`config.mk`:
```
export PLATFORM = sky130hd
export DESIGN_NAME = noc_port_arbiter
export DESIGN_NICKNAME = d
export VERILOG_FILES = /design/src/rtl/noc_port_arbiter.sv
export SDC_FILE = /design/constraint.sdc
export NUM_CORES = 1
export LEC_CHECK = 0
export ABC_CLOCK_PERIOD_IN_PS = 4700
export CAP_MARGIN = 30
export CORE_UTILIZATION = 40
export CTS_CLUSTER_DIAMETER = 60
export CTS_CLUSTER_SIZE = 25
export DETAILED_ROUTE_END_ITERATION = 12
export GPL_TIMING_DRIVEN = 0
export PLACE_DENSITY = 0.83
export SETUP_SLACK_MARGIN = 0.3
export SYNTH_ARGS = -nofsm -noshare
export SYNTH_HDL_FRONTEND = slang
export SYNTH_SLANG_ARGS = --single-unit
export TNS_END_PERCENT = 30
```
`constraint.sdc`:
```
create_clock -name clk -period 4.7 [get_ports clk]
set_clock_uncertainty 0.1 [all_clocks]
set_input_delay 0.94 -clock clk [delete_from_list [all_inputs] [get_ports clk]]
set_output_delay 0.94 -clock clk [all_outputs]
set_load 0.005 [all_outputs]
```
`src/rtl/noc_port_arbiter.sv`:
```
// Round-robin arbiter for one router output port: pops the winning input FIFO and registers its flit onto the link.
// Optional per-requester grant and stall statistics are enabled with NOC_ARB_STATS_EN.
//
// state | meaning
// IDLE  | no request pending
// SEND  | a flit was issued on the last edge
// STALL | requests pending but blocked by downstream backpressure
module noc_port_arbiter #(
    parameter int WIDTH = 16,
    parameter int NREQ  = 3,
    parameter int PTRW  = 2,
    parameter int CNTW  = 16
) (
    input  logic                   clk,
    input  logic                   reset,
    input  logic [NREQ-1:0]        req,
    input  logic [NREQ*WIDTH-1:0]  dataIn,
    input  logic                   full_in,
    input  logic                   almost_full_in,
    output logic [NREQ-1:0]        read_out,
    output logic [WIDTH-1:0]       dataOut,
    output logic                   writeOut,
    output logic [PTRW-1:0]        grant_id,
    output logic                   stall
`ifdef NOC_ARB_STATS_EN
    ,
    input  logic                   stats_clr,
    output logic [NREQ*CNTW-1:0]   grant_cnt,
    output logic [CNTW-1:0]        stall_cnt
`endif
);

    typedef enum logic [1:0] {
        IDLE,
        SEND,
        STALL
    } arbState_t;

    arbState_t       state;
    logic [PTRW-1:0] lastPtr;
    logic [PTRW-1:0] winner;
    logic            anyReq;
    logic            blk;
    logic            issue;

    function automatic logic [PTRW-1:0] pickWinner(input logic [NREQ-1:0] r,
                                                   input logic [PTRW-1:0] last);
        logic [PTRW-1:0] w;
        logic [NREQ-1:0] rs;
        logic            hit;
        int              idx;
        w   = '0;
        hit = 1'b0;
        for (int k = 1; k <= NREQ; k++) begin
            idx = (int'(last) + k) % NREQ;
            rs  = r >> idx;
            if (!hit && rs[0]) begin
                w   = PTRW'(idx);
                hit = 1'b1;
            end
        end
        return w;
    endfunction

    // A write already on the link will take the last free downstream slot.
    assign anyReq = |req;
    assign blk    = full_in | (almost_full_in & writeOut);
    assign issue  = anyReq & ~blk;
    assign winner = pickWinner(req, lastPtr);

    always_comb begin
        read_out = '0;
        if (issue && reset)
            read_out = NREQ'(1) << winner;
    end

    always_ff @(posedge clk or negedge reset) begin
        if (!reset) begin
            state    <= IDLE;
            lastPtr  <= PTRW'(NREQ - 1);
            dataOut  <= '0;
            writeOut <= 1'b0;
            grant_id <= '0;
            stall    <= 1'b0;
        end else begin
            case (state)
                IDLE:    if (issue) state <= SEND;
                         else if (anyReq) state <= STALL;
                SEND:    if (issue) state <= SEND;
                         else if (anyReq) state <= STALL;
                         else state <= IDLE;
                STALL:   if (issue) state <= SEND;
                         else if (!anyReq) state <= IDLE;
                default: state <= IDLE;
            endcase
            stall <= anyReq & blk;
            if (issue) begin
                dataOut  <= dataIn[int'(winner)*WIDTH +: WIDTH];
                writeOut <= 1'b1;
                grant_id <= winner;
                lastPtr  <= winner;
            end else begin
                writeOut <= 1'b0;
            end
        end
    end

`ifdef NOC_ARB_STATS_EN
    // Counters saturate rather than wrap; a clear beats any same-cycle increment.
    always_ff @(posedge clk or negedge reset) begin
        if (!reset) begin
            grant_cnt <= '0;
            stall_cnt <= '0;
        end else if (stats_clr) begin
            grant_cnt <= '0;
            stall_cnt <= '0;
        end else begin
            if (issue && grant_cnt[int'(winner)*CNTW +: CNTW] != '1)
                grant_cnt[int'(winner)*CNTW +: CNTW] <=
                    grant_cnt[int'(winner)*CNTW +: CNTW] + CNTW'(1);
            if (stall && stall_cnt != '1)
                stall_cnt <= stall_cnt + CNTW'(1);
        end
    end
`endif

endmodule

```
After elaboration in Yosys (flattened, before gate mapping). Index checks and enable logic that the tools add are counted. Widths: inputs -> output; s select.

Add/sub/neg operators: 3. Divide/modulo/power cells: 3. Shift operators: 5. Multiplexer cells: 7. Bitwise operators: 5. Reductions and logical operators: 6.

Operators with widths (count): $mod 32x3->32 const B (3); $shr 3x32->1 (3); $shiftx 48x7->16 (1); $add 2x2->3 const B (2); $mux 2 (3); $add 2x1->3 const B (1); $and 1x1->1 (3); $logic_and 1x1->1 (3); $mux 1 (3); $mux 3 (1); $reduce_or 3->1 (1); $shl 1x2->3 const A (1); $logic_not 1->1 (2); $not 1->1 (1); $or 1x1->1 (1).

Register bits: 22. Output and inout bits: 23.

Longest topological paths before layout.
Depth after elaboration: 12. Mapped depth: 13. Gate-level depth less buffers: 12.

Worst setup path after synthesis. Ideal clock, no wire load.

Path type: register to output. Start: reg lastPtr[1]. End: out read_out[2]. Data arrival time: 2.719 ns. Data required time: 3.660 ns. Path slack: 0.941 ns. Cell stages (with the launch flop): 13. Buffers on the path: 2. Path through: dfstp_2 > inv_1 > ha_1 > buf_2 > inv_1 > nand3_1 > ha_1 > and3b_1 > mux2i_2 > o211ai_1 > o221ai_4 > buf_6 > nor2b_1.

Longest elaborated chain between the ends: 12. Elaborated cells on any way between the ends: 20.

RTL lines: start, declared (RTL line 40) `logic [PTRW-1:0] lastPtr;`; start signal, assigned (RTL line 80) `lastPtr <= PTRW'(NREQ - 1);`; start signal, assigned (RTL line 101) `lastPtr <= winner;`; $add 2x1->3 (RTL line 55) `idx = (int'(last) + k) % NREQ;`; $mod 32x3->32 (RTL line 55); $shr 3x32->1 (RTL line 56) `rs = r >> idx;`; $mux 1 (RTL line 57) `if (!hit && rs[0]) begin`; $logic_not 1->1 (RTL line 57); $logic_and 1x1->1 (RTL line 57); $mux 1 (RTL line 57); $logic_not 1->1 (RTL line 57); $logic_and 1x1->1 (RTL line 57); $mux 2 (*) (RTL line 57); $shl 1x2->3 (*) (RTL line 74) `read_out = NREQ'(1) << winner;`; $mux 3 (*) (RTL line 73) `if (issue && reset)`; end, declared (RTL line 20) `output logic [NREQ-1:0] read_out,`.

Mark *: on every way between the ends. The rest lies on a longest branch, timed or not.

Worst setup path in the final report.
Start: reg lastPtr[1]. End: out read_out[1].

The elaborated chain is that of the path after synthesis.

==> metrics.csv <==
metric;value;unit
Core Util, Final;68.8;%
Final setup violation count;0;
setup repair after global routing missed its margin;true;
worst IR drop on VDD;0.000348;V
shortest period the worst path allows;4.31;ns
Final Net Count;311;
CTS buffer count;3;
Static Leakage;1.02;nW
Hold Path Class;reg -> reg;
All-Layer GR Usage;22.7;%
clock sink count;21;
Via Count;1629;
width of the chip;64.2;µm
number of endpoints with negative hold slack in the final report;0;
EDFF count, synth;0;
max-cap viol count;0;
floorplan core area;0.00369;mm²
clock insertion delay at the later pin of the skew report;0.27;ns
effective utilization at floorplan;42.0;%
Max Clock Freq;0.232;GHz
net count of the mapped netlist;222;
Non-Filler Instances;294;
startpoint of the worst setup timing path;lastPtr[1]$_DFFE_PN1P_;
WL per Instance;15.6;µm
remaining max-slew budget at the tightest pin;66.1;%
Critical R2R Capture;dataOut[8]$_DFFE_PN0P_;
number of placement rows;22;
YS warnings;0;
Post-Synthesis Cell Area;0.00155;mm²
count of antenna-violating nets left after detailed routing;0;
unique cell type count in the Yosys netlist;40;
sequential cell area fraction in the yosys report;34.0;%
maximum fanout along the worst path;10;
clk slew on worst S/H paths;0.08;ns
data arrival time of the critical path;3.27;ns
design area;0.00254;mm²
placed cell count;283;
initial antenna violation count;0;
DRC violation count after routing;0;
instance count of the mapped netlist;158;
FFs w/ async S/R, synth;100;%
slew at the pin closest to its max-slew limit;0.509;ns
GP Congestion;0.893;
vias per cell;5.54;
area growth from synthesis to layout;63.9;%
number of hold buffers added after cts;0;
average instance area after synthesis;9.80;µm²
aggregate global routing overflow;0;
prevailing post-synth register cell;dfrtp_1;
Pins Over Slew Limit;0;
post-detailed-placement half-perimeter wirelength;3320;µm
largest net degree at the start of global routing;23;
die height;64.2;µm
crit path kind;reg -> out;
worst setup path end;read_out[1];
setup slack at placement;0.149;ns
I/O pin cnt;78;
area enclosed by the die boundary;0.00413;mm²
cell area after placement;0.00238;mm²
endpoint class of the critical path;output port;
run status;finished clean;
clock tree buffer depth;2;
CTS H-Tree Depth;1;
CP Data Required Time;3.66;ns
count of cells along the worst hold path;2;
count of routing violations after the opening detailed-route iteration;87;
sum of negative setup slack;0;ns
Final Worst Setup Slack;0.391;ns
CP Launch Type;flop;
R2R cell count;13;
launch instance of the worst register-to-register path;lastPtr[1]$_DFFE_PN1P_;
via count of the first global-routing pass;1526;
TritonCTS clock tree;built;
total of flip-flops plus latches after synthesis;21;
total power divided by cell area;637;mW/mm²
first-pass GRT wire length;7230;µm
final wirelength;4580;µm
register-to-register path setup slack;1.53;ns
fillers;295;
root buffer cell;clkbuf_8;
proportion of layout cells with a drive suffix above 1;18.3;%
detailed-routing iteration count for the pre-antenna-repair pass;4;
period utilization;91.7;%
Antenna Cells;0;
Port Buffer Count;77;
[cell type report]
type                            count  area (µm²)  area share [%]
Timing Repair Buffer               84         845            33.3
Buffer                             11        85.1            3.35
Tap cell                           48        60.1            2.37
Sequential cell                    21         528            20.8
Multi-Input combinational cell    117         941            37.1
Clock inverter                      1        5.00           0.197
Clock buffer                        3        41.3            1.63
Inverter                            9        33.8            1.33
[worst min-delay path by stage]
stage,slack [ns],start,endpoint
finish,0.42,grant_id[1]$_DFFE_PN0P_,grant_id[1]$_DFFE_PN0P_
global route,0.45,grant_id[1]$_DFFE_PN0P_,grant_id[1]$_DFFE_PN0P_
CTS,0.42,grant_id[1]$_DFFE_PN0P_,grant_id[1]$_DFFE_PN0P_
detailed placement,0.40,grant_id[1]$_DFFE_PN0P_,grant_id[1]$_DFFE_PN0P_
global placement,0.40,grant_id[1]$_DFFE_PN0P_,grant_id[1]$_DFFE_PN0P_
floorplan,0.39,grant_id[1]$_DFFE_PN0P_,grant_id[1]$_DFFE_PN0P_
[cells in the mapped netlist, types with 4 or more instances]
master | number | area, µm²
ha_1 | 9 | 113
a21oi_1 | 4 | 20.0
o211ai_2 | 9 | 113
nor2_1 | 7 | 26.3
o21ai_0 | 17 | 85.1
dfrtp_1 | 20 | 500
a22oi_1 | 16 | 120
buf_6 | 4 | 45.0
o211ai_1 | 8 | 60.1
inv_1 | 9 | 33.8
nand3_1 | 17 | 85.1
[power breakdown]
| part | internal [mW] | leakage [nW] | switching [mW] |
|---|---|---|---|
| Clock | 0.0593 | 0.0255 | 0.0661 |
| Combinational | 0.602 | 0.748 | 0.556 |
| Sequential | 0.274 | 0.244 | 0.0613 |
| Total | 0.935 | 1.02 | 0.683 |
[per-stage QoR]
stage	hold WS (ns)	power, mW
after global routing	0.448	1.74
after global placement	0.396	1.32
after floorplan	0.391	0.984
after CTS	0.422	1.59
after detailed placement	0.398	1.35
final	0.417	1.62
[repair_timing]
action	CTS	global route
buffers inserted	4	2
setup endpoints to repair	3	2
pin swaps	4	2
resized for setup	10	1
[per-layer routing]
metal / share of wire (%) / global-route usage (%) / wire length (µm)
met5: 0 / 0 / 0
met2: 51 / 41.1 / 2320
met1: 42 / 27.7 / 1910
met3: 5.9 / 3.39 / 270
met4: 1.6 / 6.11 / 72
[state kept, by name, summed over array words and instances (netlist names)]
| register | flops |
|---|---|
| dataOut | 16 |
| grant_id | 2 |
| lastPtr | 1 |
| stall | 1 |
| writeOut | 1 |
[worst max-delay path, stage by stage, from the launching register on]
cell and delay (ns):
dfstp_2 0.53, inv_1 0.09, ha_1 0.29, buf_4 0.18, inv_1 0.07, nand3_1 0.07
ha_1 0.29, and3b_2 0.26, mux2i_4 0.09, or3_1 0.42, a31oi_1 0.19, clkdlybuf4s50_1 0.53
[cells by family after synthesis]
| family | after synthesis | share of synthesized area (%) |
|---|---|---|
| multiplexers | 3 | 2.58 |
| adder cells (fa/ha/maj) | 9 | 7.27 |
| AO/OA/AOI/OAI | 67 | 35.9 |
| buffers and inverters | 20 | 7.27 |
| AND/OR/NAND/NOR | 38 | 12.9 |
| flip-flops | 21 | 34.0 |
[layout by cell type, fill, tap and decap left out, types with 7 or more instances in the layout]
cell type         n
clkdlybuf4s50_1  75
dfrtp_1          19
nand3_1          17
o21ai_0          17
a22oi_1          16
inv_1             9
o211ai_2          9
ha_1              9
buf_4             8
o211ai_1          8
nor2_1            7
No activity file was read; power rests on OpenSTA's default activity.
